## src/rtl/pc_pkg.sv

```systemverilog
// -----------------------------------------------------------------------------
// pc_pkg
// Shared definitions for the program-counter sequencer slice.
//   mode_e        : step-mode encoding driven on the sequencer's mode input
//   SYNC_STAGES   : depth of every clock-domain / reset-release synchroniser
// -----------------------------------------------------------------------------
package pc_pkg;

  // Action taken on each accepted step event.
  typedef enum logic [1:0] {
    MODE_INC  = 2'b00,  // count up, wrap PC_MAX -> 0
    MODE_DEC  = 2'b01,  // count down, wrap 0 -> PC_MAX
    MODE_HOLD = 2'b10,  // keep PC, still pulse step
    MODE_LOAD = 2'b11   // load data_in, clamp to PC_MAX
  } mode_e;

  localparam int SYNC_STAGES = 2;

endpackage : pc_pkg

```

## src/rtl/pc_sequencer_if.sv

```systemverilog
// -----------------------------------------------------------------------------
// pc_sequencer_if
// Control / status bundle of the program-counter sequencer.
//   run       : enable auto-stepping from the prescaler tick
//   mode      : step action (pc_pkg::mode_e encoding)
//   data_in   : load value used by MODE_LOAD
//   PC        : current program counter
//   step      : one-cycle pulse per accepted step
//   wrap      : one-cycle pulse when a step wraps around the PC range
//   load_err  : one-cycle pulse when a load value was out of range
// master = controller driving the sequencer, slave = the sequencer itself.
// -----------------------------------------------------------------------------
interface pc_sequencer_if #(
  parameter int PC_W = 8
);

  logic            run;
  logic [1:0]      mode;
  logic [PC_W-1:0] data_in;
  logic [PC_W-1:0] PC;
  logic            step;
  logic            wrap;
  logic            load_err;

  modport master (
    output run, mode, data_in,
    input  PC, step, wrap, load_err
  );

  modport slave (
    input  run, mode, data_in,
    output PC, step, wrap, load_err
  );

endinterface : pc_sequencer_if

```

## src/rtl/pc_debounce.sv

```systemverilog
// -----------------------------------------------------------------------------
// pc_debounce
// Conditions the raw active-low manual_plus pushbutton:
// 2-flop synchroniser -> level debouncer -> press (1->0) detector.
// Ports:
//   clk     : system clock
//   pc_clr  : active-low asynchronous reset (already release-synchronised)
//   btn_n   : raw pushbutton, active low, asynchronous to clk
//   press   : one-cycle pulse when the debounced level falls 1 -> 0
// A new level is accepted only after DEB_CYC consecutive synchronised samples
// that all differ from the currently accepted level; any sample matching the
// accepted level restarts the count, which is what rejects contact bounce.
// -----------------------------------------------------------------------------
module pc_debounce
  import pc_pkg::*;
#(
  parameter int DEB_CYC = 16
) (
  input  logic clk,
  input  logic pc_clr,
  input  logic btn_n,
  output logic press
);

  localparam int CW = $clog2(DEB_CYC + 1);
  localparam logic [CW-1:0] DEB_LAST = CW'(DEB_CYC - 1);

  logic [SYNC_STAGES-1:0] sync_q;
  logic                   sample;
  logic                   level_q;   // accepted (debounced) button level
  logic [CW-1:0]          cnt_q;     // consecutive samples disagreeing with level_q
  logic                   accept;

  assign sample = sync_q[SYNC_STAGES-1];
  assign accept = (sample != level_q) && (cnt_q == DEB_LAST);

  // Synchroniser resets to the released (high) state so a button held through
  // reset is treated as a fresh press once the debounce window has elapsed.
  always_ff @(posedge clk or negedge pc_clr) begin
    if (!pc_clr) begin
      sync_q <= '1;
    end else begin
      // NOTE: non-blocking assignment keeps every flop sampling the value from
      // before the edge, so the shift happens one stage per clock.
      sync_q <= {sync_q[SYNC_STAGES-2:0], btn_n};
    end
  end

  always_ff @(posedge clk or negedge pc_clr) begin
    if (!pc_clr) begin
      level_q <= 1'b1;
      cnt_q   <= '0;
      press   <= 1'b0;
    end else begin
      press <= accept && !sample;
      if (sample == level_q) begin
        cnt_q <= '0;
      end else if (accept) begin
        level_q <= sample;
        cnt_q   <= '0;
      end else begin
        cnt_q <= cnt_q + CW'(1);
      end
    end
  end

endmodule : pc_debounce

```

## src/rtl/pc_sequencer.sv

```systemverilog
// -----------------------------------------------------------------------------
// pc_sequencer
// Program counter stepped manually (debounced pushbutton) or automatically
// (prescaler tick). Each step applies the action selected by mode.
// Ports:
//   clk          : system clock, all state on the rising edge
//   pc_clr       : asynchronous active-low reset; release is synchronised
//   manual_plus  : raw active-low step pushbutton
//   bus          : pc_sequencer_if.slave (run, mode, data_in in;
//                  PC, step, wrap, load_err out)
// A step event is raised in the cycle a press pulse or a tick occurs (both in
// the same cycle merge into one). mode/data_in are sampled in that cycle and
// PC, step, wrap, load_err are registered on the following edge.
// -----------------------------------------------------------------------------
module pc_sequencer
  import pc_pkg::*;
#(
  parameter int PC_W     = 8,
  parameter int PC_MAX   = 2,
  parameter int DEB_CYC  = 16,
  parameter int TICK_DIV = 50_000_000
) (
  input  logic           clk,
  input  logic           pc_clr,
  input  logic           manual_plus,
  pc_sequencer_if.slave  bus
);

  localparam logic [PC_W-1:0] PC_MAX_V = PC_W'(PC_MAX);
  localparam int              TW       = $clog2(TICK_DIV);
  localparam logic [TW-1:0]   PRE_LAST = TW'(TICK_DIV - 1);

  // ---------------------------------------------------------------------------
  // Reset: assert immediately, release only after SYNC_STAGES clean edges so
  // no flop leaves reset on an edge close to the pc_clr rising transition.
  // ---------------------------------------------------------------------------
  logic [SYNC_STAGES-1:0] rst_sync_q;
  logic                   rst_n;

  always_ff @(posedge clk or negedge pc_clr) begin
    if (!pc_clr) begin
      rst_sync_q <= '0;
    end else begin
      rst_sync_q <= {rst_sync_q[SYNC_STAGES-2:0], 1'b1};
    end
  end

  assign rst_n = rst_sync_q[SYNC_STAGES-1];

  // ---------------------------------------------------------------------------
  // Manual step source
  // ---------------------------------------------------------------------------
  logic press;

  pc_debounce #(
    .DEB_CYC (DEB_CYC)
  ) u_debounce (
    .clk    (clk),
    .pc_clr (rst_n),
    .btn_n  (manual_plus),
    .press  (press)
  );

  // ---------------------------------------------------------------------------
  // Auto step source: free-running prescaler held at zero while run is low.
  // ---------------------------------------------------------------------------
  logic [TW-1:0] pre_cnt_q;
  logic          tick;

  assign tick = bus.run && (pre_cnt_q == PRE_LAST);

  always_ff @(posedge clk or negedge rst_n) begin
    if (!rst_n) begin
      pre_cnt_q <= '0;
    end else if (!bus.run || tick) begin
      pre_cnt_q <= '0;
    end else begin
      pre_cnt_q <= pre_cnt_q + TW'(1);
    end
  end

  // ---------------------------------------------------------------------------
  // Step arbitration and next-PC computation
  // ---------------------------------------------------------------------------
  logic            step_evt;
  logic [PC_W-1:0] pc_q;
  logic [PC_W-1:0] pc_nxt;
  logic            wrap_nxt;
  logic            lerr_nxt;
  mode_e           mode_s;

  // Coincident press and tick collapse into a single event.
  assign step_evt = press | tick;
  assign mode_s   = mode_e'(bus.mode);

  always_comb begin
    // NOTE: every output of this block gets a default first; a path that left
    // one unassigned would infer a latch.
    pc_nxt   = pc_q;
    wrap_nxt = 1'b0;
    lerr_nxt = 1'b0;
    if (step_evt) begin
      case (mode_s)
        MODE_INC: begin
          // Out-of-range PC (> PC_MAX) also restarts at 0 and flags a wrap.
          if (pc_q >= PC_MAX_V) begin
            pc_nxt   = '0;
            wrap_nxt = 1'b1;
          end else begin
            pc_nxt = pc_q + PC_W'(1);
          end
        end
        MODE_DEC: begin
          if (pc_q == '0) begin
            pc_nxt   = PC_MAX_V;
            wrap_nxt = 1'b1;
          end else if (pc_q > PC_MAX_V) begin
            // Recover from an out-of-range PC without reporting a wrap.
            pc_nxt = PC_MAX_V;
          end else begin
            pc_nxt = pc_q - PC_W'(1);
          end
        end
        MODE_HOLD: begin
          pc_nxt = pc_q;
        end
        MODE_LOAD: begin
          if (bus.data_in <= PC_MAX_V) begin
            pc_nxt = bus.data_in;
          end else begin
            pc_nxt   = PC_MAX_V;
            lerr_nxt = 1'b1;
          end
        end
        default: begin
          pc_nxt = pc_q;
        end
      endcase
    end
  end

  // ---------------------------------------------------------------------------
  // Registered outputs
  // ---------------------------------------------------------------------------
  logic step_q;
  logic wrap_q;
  logic lerr_q;

  always_ff @(posedge clk or negedge rst_n) begin
    if (!rst_n) begin
      pc_q   <= '0;
      step_q <= 1'b0;
      wrap_q <= 1'b0;
      lerr_q <= 1'b0;
    end else begin
      pc_q   <= pc_nxt;
      step_q <= step_evt;
      wrap_q <= wrap_nxt;
      lerr_q <= lerr_nxt;
    end
  end

  assign bus.PC       = pc_q;
  assign bus.step     = step_q;
  assign bus.wrap     = wrap_q;
  assign bus.load_err = lerr_q;

endmodule : pc_sequencer

```

## src/flat_wrapper.sv

```systemverilog
// flat-port wrapper written by rule: the top's interface ports become plain ports
module pc_sequencer_flat import pc_pkg::*;
#(
  parameter int PC_W     = 8,
  parameter int PC_MAX   = 2,
  parameter int DEB_CYC  = 16,
  parameter int TICK_DIV = 50_000_000
)
  (clk, pc_clr, manual_plus, bus_run, bus_mode, bus_data_in, bus_PC, bus_step, bus_wrap, bus_load_err);
  pc_sequencer_if #(.PC_W(PC_W)) bus_i ();
  input  logic clk;
  input  logic pc_clr;
  input  logic manual_plus;
  input wire logic [$bits(bus_i.run)-1:0] bus_run;
  input wire logic [$bits(bus_i.mode)-1:0] bus_mode;
  input wire logic [$bits(bus_i.data_in)-1:0] bus_data_in;
  output wire logic [$bits(bus_i.PC)-1:0] bus_PC;
  output wire logic [$bits(bus_i.step)-1:0] bus_step;
  output wire logic [$bits(bus_i.wrap)-1:0] bus_wrap;
  output wire logic [$bits(bus_i.load_err)-1:0] bus_load_err;
  assign bus_i.run = bus_run;
  assign bus_i.mode = bus_mode;
  assign bus_i.data_in = bus_data_in;
  assign bus_PC = bus_i.PC;
  assign bus_step = bus_i.step;
  assign bus_wrap = bus_i.wrap;
  assign bus_load_err = bus_i.load_err;
  pc_sequencer #(.PC_W(PC_W), .PC_MAX(PC_MAX), .DEB_CYC(DEB_CYC), .TICK_DIV(TICK_DIV)) u_core (.clk(clk), .pc_clr(pc_clr), .manual_plus(manual_plus), .bus(bus_i));
endmodule
```

## config.mk

```make
export PLATFORM = sky130hd
export DESIGN_NAME = pc_sequencer_flat
export DESIGN_NICKNAME = d
export VERILOG_FILES = /design/src/rtl/pc_pkg.sv /design/src/rtl/pc_sequencer_if.sv /design/src/rtl/pc_debounce.sv /design/src/rtl/pc_sequencer.sv /design/src/flat_wrapper.sv
export SDC_FILE = /design/constraint.sdc
export NUM_CORES = 1
export LEC_CHECK = 0
export BUFFER_PORTS_ARGS = -buffer_cell sky130_fd_sc_hd__buf_2
export CORE_ASPECT_RATIO = 1.5
export CORE_UTILIZATION = 50
export CTS_BUF_LIST = sky130_fd_sc_hd__clkbuf_8
export DETAILED_ROUTE_END_ITERATION = 16
export PLACE_DENSITY = 0.72
export SETUP_SLACK_MARGIN = 0.15
export SLEW_MARGIN = 40
export SYNTH_ARGS = -nofsm -noshare
export SYNTH_HDL_FRONTEND = slang
export SYNTH_SLANG_ARGS = --single-unit
```

## constraint.sdc

```tcl
create_clock -name clk -period 1.5 [get_ports clk]
set_clock_uncertainty 0.15 [all_clocks]
set_input_delay 0.375 -clock clk [delete_from_list [all_inputs] [get_ports clk]]
set_output_delay 0.375 -clock clk [all_outputs]
set_load 0.02 [all_outputs]
```

==> summary.txt <==
Critical path
  – Reg2reg end: u_core.pre_cnt_q[17]
  – Worst Path Buf+Inv: 1
  – Levels on crit path: 5
  – R2R Path Start: u_core.pre_cnt_q[9]
  – Reg2Reg Depth: 5
  – CP delay by family, top: simple AND/OR/NAND/NOR gates
  – Critical Path Start Type: flop
  – Worst setup EP type: flop
  – Critical Path Slowest Stage Cell: or4_4
  – Critical Path AT: approximately 2.2 ns
  – CP Class: flop to flop
  – WP data required: 1.55 ns
  – Worst-path cell chain: nand3_2 > buf_4 > or4_4 > o21ai_0 > a21oi_4
  – Max Fanout on Critical Path: 5
  – CP peak stage delay: 0.58 ns
  – R2R Setup Slk: -0.63 ns

Timing
  – RSZ-0062 raised after global routing: true
  – Endpoints failing hold: 0
  – Setup tns final: -20.17 ns
  – Count of final setup violators: 43
  – Worst slew pin tran: between 0.5 and 0.6 ns
  – Period utilisation layout: 142.0%
  – Max_slew headroom: between 60% and 70%
  – Final setup margin: -0.6306 ns
  – Final hold slack: about 0.09 ns
  – Fmax: around 470 MHz
  – Clock period minus worst slack: 2.131 ns
  – Final Max Slew Viols: 0

Global routing
  – Largest net degree at the start of global routing: 47
  – First-pass GRT wire length: 12880 um
  – Vias in the first global route: 2803
  – GRT overflow: 0
  – Initial antenna violation count: 0
  – GRT Overall Usage: around a third

Route
  – WL/cell: around 23 um
  – Avg Vias per Cell: 6.244
  – Routed vias: 2791
  – Initial drt markers: roughly 220
  – Remaining antenna violation count: 0
  – DRC: 0
  – First-pass iteration count of the detailed router: 5
  – Final WL: 10180 um

Pwr
  – Power per Cell Area: roughly 650 nW/um^2
  – Comb pwr share: between 8 and 9%
  – Switching share of power: between 20% and 30%
  – Int Power: about 0.0021 W
  – P_leak: 1.798 nW
  – Clock power frac: roughly 43%
  – Peak VDD IR: between 0.8 and 0.9 mV
  – Net Sw Power: a little over 0.0006 W
  – Sequential power share: between 40% and 50%

Outcome
  – Failing checks: negative setup slack
  – Status: finished, violations left

Clocking
  – Worst-case clock buffer depth: 2
  – CTS root buffer: clkbuf_8
  – CTS tree: built
  – TritonCTS Buffers: 5
  – Latest clock arrival within the worst-skew pair: around 0.32 ns
  – Sink Count: 48
  – Worst-path clk slew: 0.10 ns
  – H-tree depth: 2

Floorplanning
  – Die width: ~59 um
  – I/O pin count: 25
  – Starting density of the core: 52.71%
  – Total core area: between 4000 and 5000 sq um
  – Die H: 87.45 um
  – Die Area: a little over 5000 sq um
  – Placement row count: 30

Synthesis
  – Ys Warns: 0
  – Largest area contributor in the netlist: dfrtp_1
  – Synth Cell Area: approximately 2400 sq um
  – Share of the synthesized area in the top cell type: 46.27%
  – Simple-Gate Fraction of Synth Area: a little over a quarter
  – Synth Area in XOR/XNOR: 4.679%
  – Number of synthesized flops with an enable pin: 0
  – Post-synthesis cell count: roughly 240
  – #FFs+latches synth: 48
  – Seq/Total Area, Yosys: ~50%
  – Largest family of logic cells by synthesized area: simple AND/OR/NAND/NOR gates
  – Fraction of the mapped netlist area in adder cells: approximately 3.1%
  – Async set-reset flop share out of synthesis: 100.0%
  – Synth Area in Compound Gates: about 11%
  – Avg Inst Size Synth: 10.06 sq um
  – Top FF cell, synth: dfrtp_1
  – Mux share of post-synthesis cell area: under 10%
  – Syn nets: around 260
  – Area contributors post-synth: dfrtp_1 46%, xnor2_1 4.0%, nor2_1 3.5%
  – Library cells used by synthesis: 48

Place
  – Routability Congestion: 0.8149
  – Final HPWL DP: 4202 um
  – IO buf count: 24
  – Number of cells after detailed placement: between 300 and 400

Run
  – Number of max-cap violations: 0

Cells and area
  – # diodes: 0
  – Most common cell after layout, fill and taps aside: buf_4
  – Most frequent cells in the layout: 87 x buf_4, 42 x dfrtp_1, 31 x buf_6
  – Fin cells: 447
  – # nets final: roughly 400
  – P&R area growth vs syn: 70.90%
  – Layout cells sized above 1: between 50% and 60%

Min path
  – Min-Delay Path Class: flop to asynchronous set/reset pin
[area by class of cell]
class,instances,area (sq um)
flip-flops and latches,48,1209
clock buffers,5,68.82
inverters,11,41.29
multi-input cells,179,1514
repair buffers,137,1177
well taps,64,80.08
fillers,185,457.9
clock inverters,3,68.82
[Yosys cell counts, types with 5 or more instances]
| cell | n |
|---|---|
| inv_1 | 11 |
| or4_1 | 6 |
| nor2_1 | 23 |
| nor3b_1 | 5 |
| o21ai_0 | 6 |
| dfrtp_1 | 45 |
| nor4_1 | 5 |
| nand2_1 | 15 |
| o31ai_1 | 6 |
| or3_1 | 5 |
| and4_1 | 5 |
| nand3_1 | 15 |
| ha_1 | 6 |
| a21oi_1 | 16 |
| nand4_1 | 9 |
| xnor2_1 | 11 |
[metrics by stage]
| stage | setup slack (ns) | util [%] | cell area [sq um] | total power, W |
|---|---|---|---|---|
| after detailed placement | -0.4718 | 70.89 | 3273 | 0.001489 |
| after CTS | -0.4705 | 84.74 | 3913 | 0.002639 |
| after global placement | -0.4126 | 70.89 | 3273 | 0.001484 |
| final | -0.6306 | 90.08 | 4159 | 0.002701 |
| after global routing | -0.7686 | 90.08 | 4159 | 0.002771 |
| after floorplan | -0.4216 | - | 2529 | 0.001417 |
[power by group through the flow]
| stage | Combinational (W) | Clock, W | Sequential [W] |
|---|---|---|---|
| 3_3_place_gp | 0.000130 | 0 | 0.00135 |
| 3_5_place_dp | 0.000133 | 0 | 0.00136 |
| 4_1_cts | 0.000168 | 0.00114 | 0.00133 |
| 6_report | 0.000219 | 0.00115 | 0.00133 |
| 5_1_grt | 0.000232 | 0.00121 | 0.00133 |
| 2_1_floorplan | 0.0000468 | 0 | 0.00137 |
[registers in the layout, summed over array words and instances (netlist names)]
| name | flops |
|---|---|
| u_core.bus.PC | 8 |
| u_core.bus.load_err | 1 |
| u_core.bus.step | 1 |
| u_core.bus.wrap | 1 |
| u_core.pre_cnt_q | 26 |
| u_core.rst_sync_q | 2 |
| u_core.u_debounce.cnt_q | 5 |
| u_core.u_debounce.level_q | 1 |
| u_core.u_debounce.press | 1 |
| u_core.u_debounce.sync_q | 2 |
[per-layer routing]
layer / track usage (%) / wire [um] / vias to the layer above / share of wire (%)
li1: - / - / 1172 / -
met1: 31.53 / 3474 / 1354 / 34
met2: 65.19 / 5239 / 191 / 51
met3: 7.281 / 688 / 74 / 6.8
met4: 24.03 / 774 / 0 / 7.6
met5: 0 / 0 / - / 0
[repair_timing]
item,4_1_cts,5_1_grt
gates resized for setup,65,39
pin swaps,22,16
gates cloned,3,2
hold buffers,2,0
endpoints found under the hold margin,3,0
setup endpoints to repair,51,50
buffers inserted,26,7
[worst max-delay path by stage]
stage	startpoint	endpoint	slack, ns
2_1_floorplan	u_core.pre_cnt_q[16]	u_core.bus.PC[0]	-0.42
3_3_place_gp	u_core.pre_cnt_q[8]	u_core.pre_cnt_q[23]	-0.41
3_5_place_dp	u_core.pre_cnt_q[1]	u_core.pre_cnt_q[20]	-0.47
4_1_cts	u_core.pre_cnt_q[9]	u_core.pre_cnt_q[21]	-0.47
5_1_grt	u_core.bus.PC[0]	u_core.bus.PC[2]	-0.77
6_report	u_core.pre_cnt_q[9]	u_core.pre_cnt_q[17]	-0.63
[kinds of logic after synthesis]
| group | count (synthesis) |
|---|---|
| AO/OA/AOI/OAI | 42 |
| XOR/XNOR | 13 |
| adder cells (fa/ha/maj) | 6 |
| buffers and inverters | 17 |
| flip-flops | 48 |
| multiplexers | 5 |
| other | 1 |
| AND/OR/NAND/NOR | 110 |
Power figures use the tool's default switching activity.
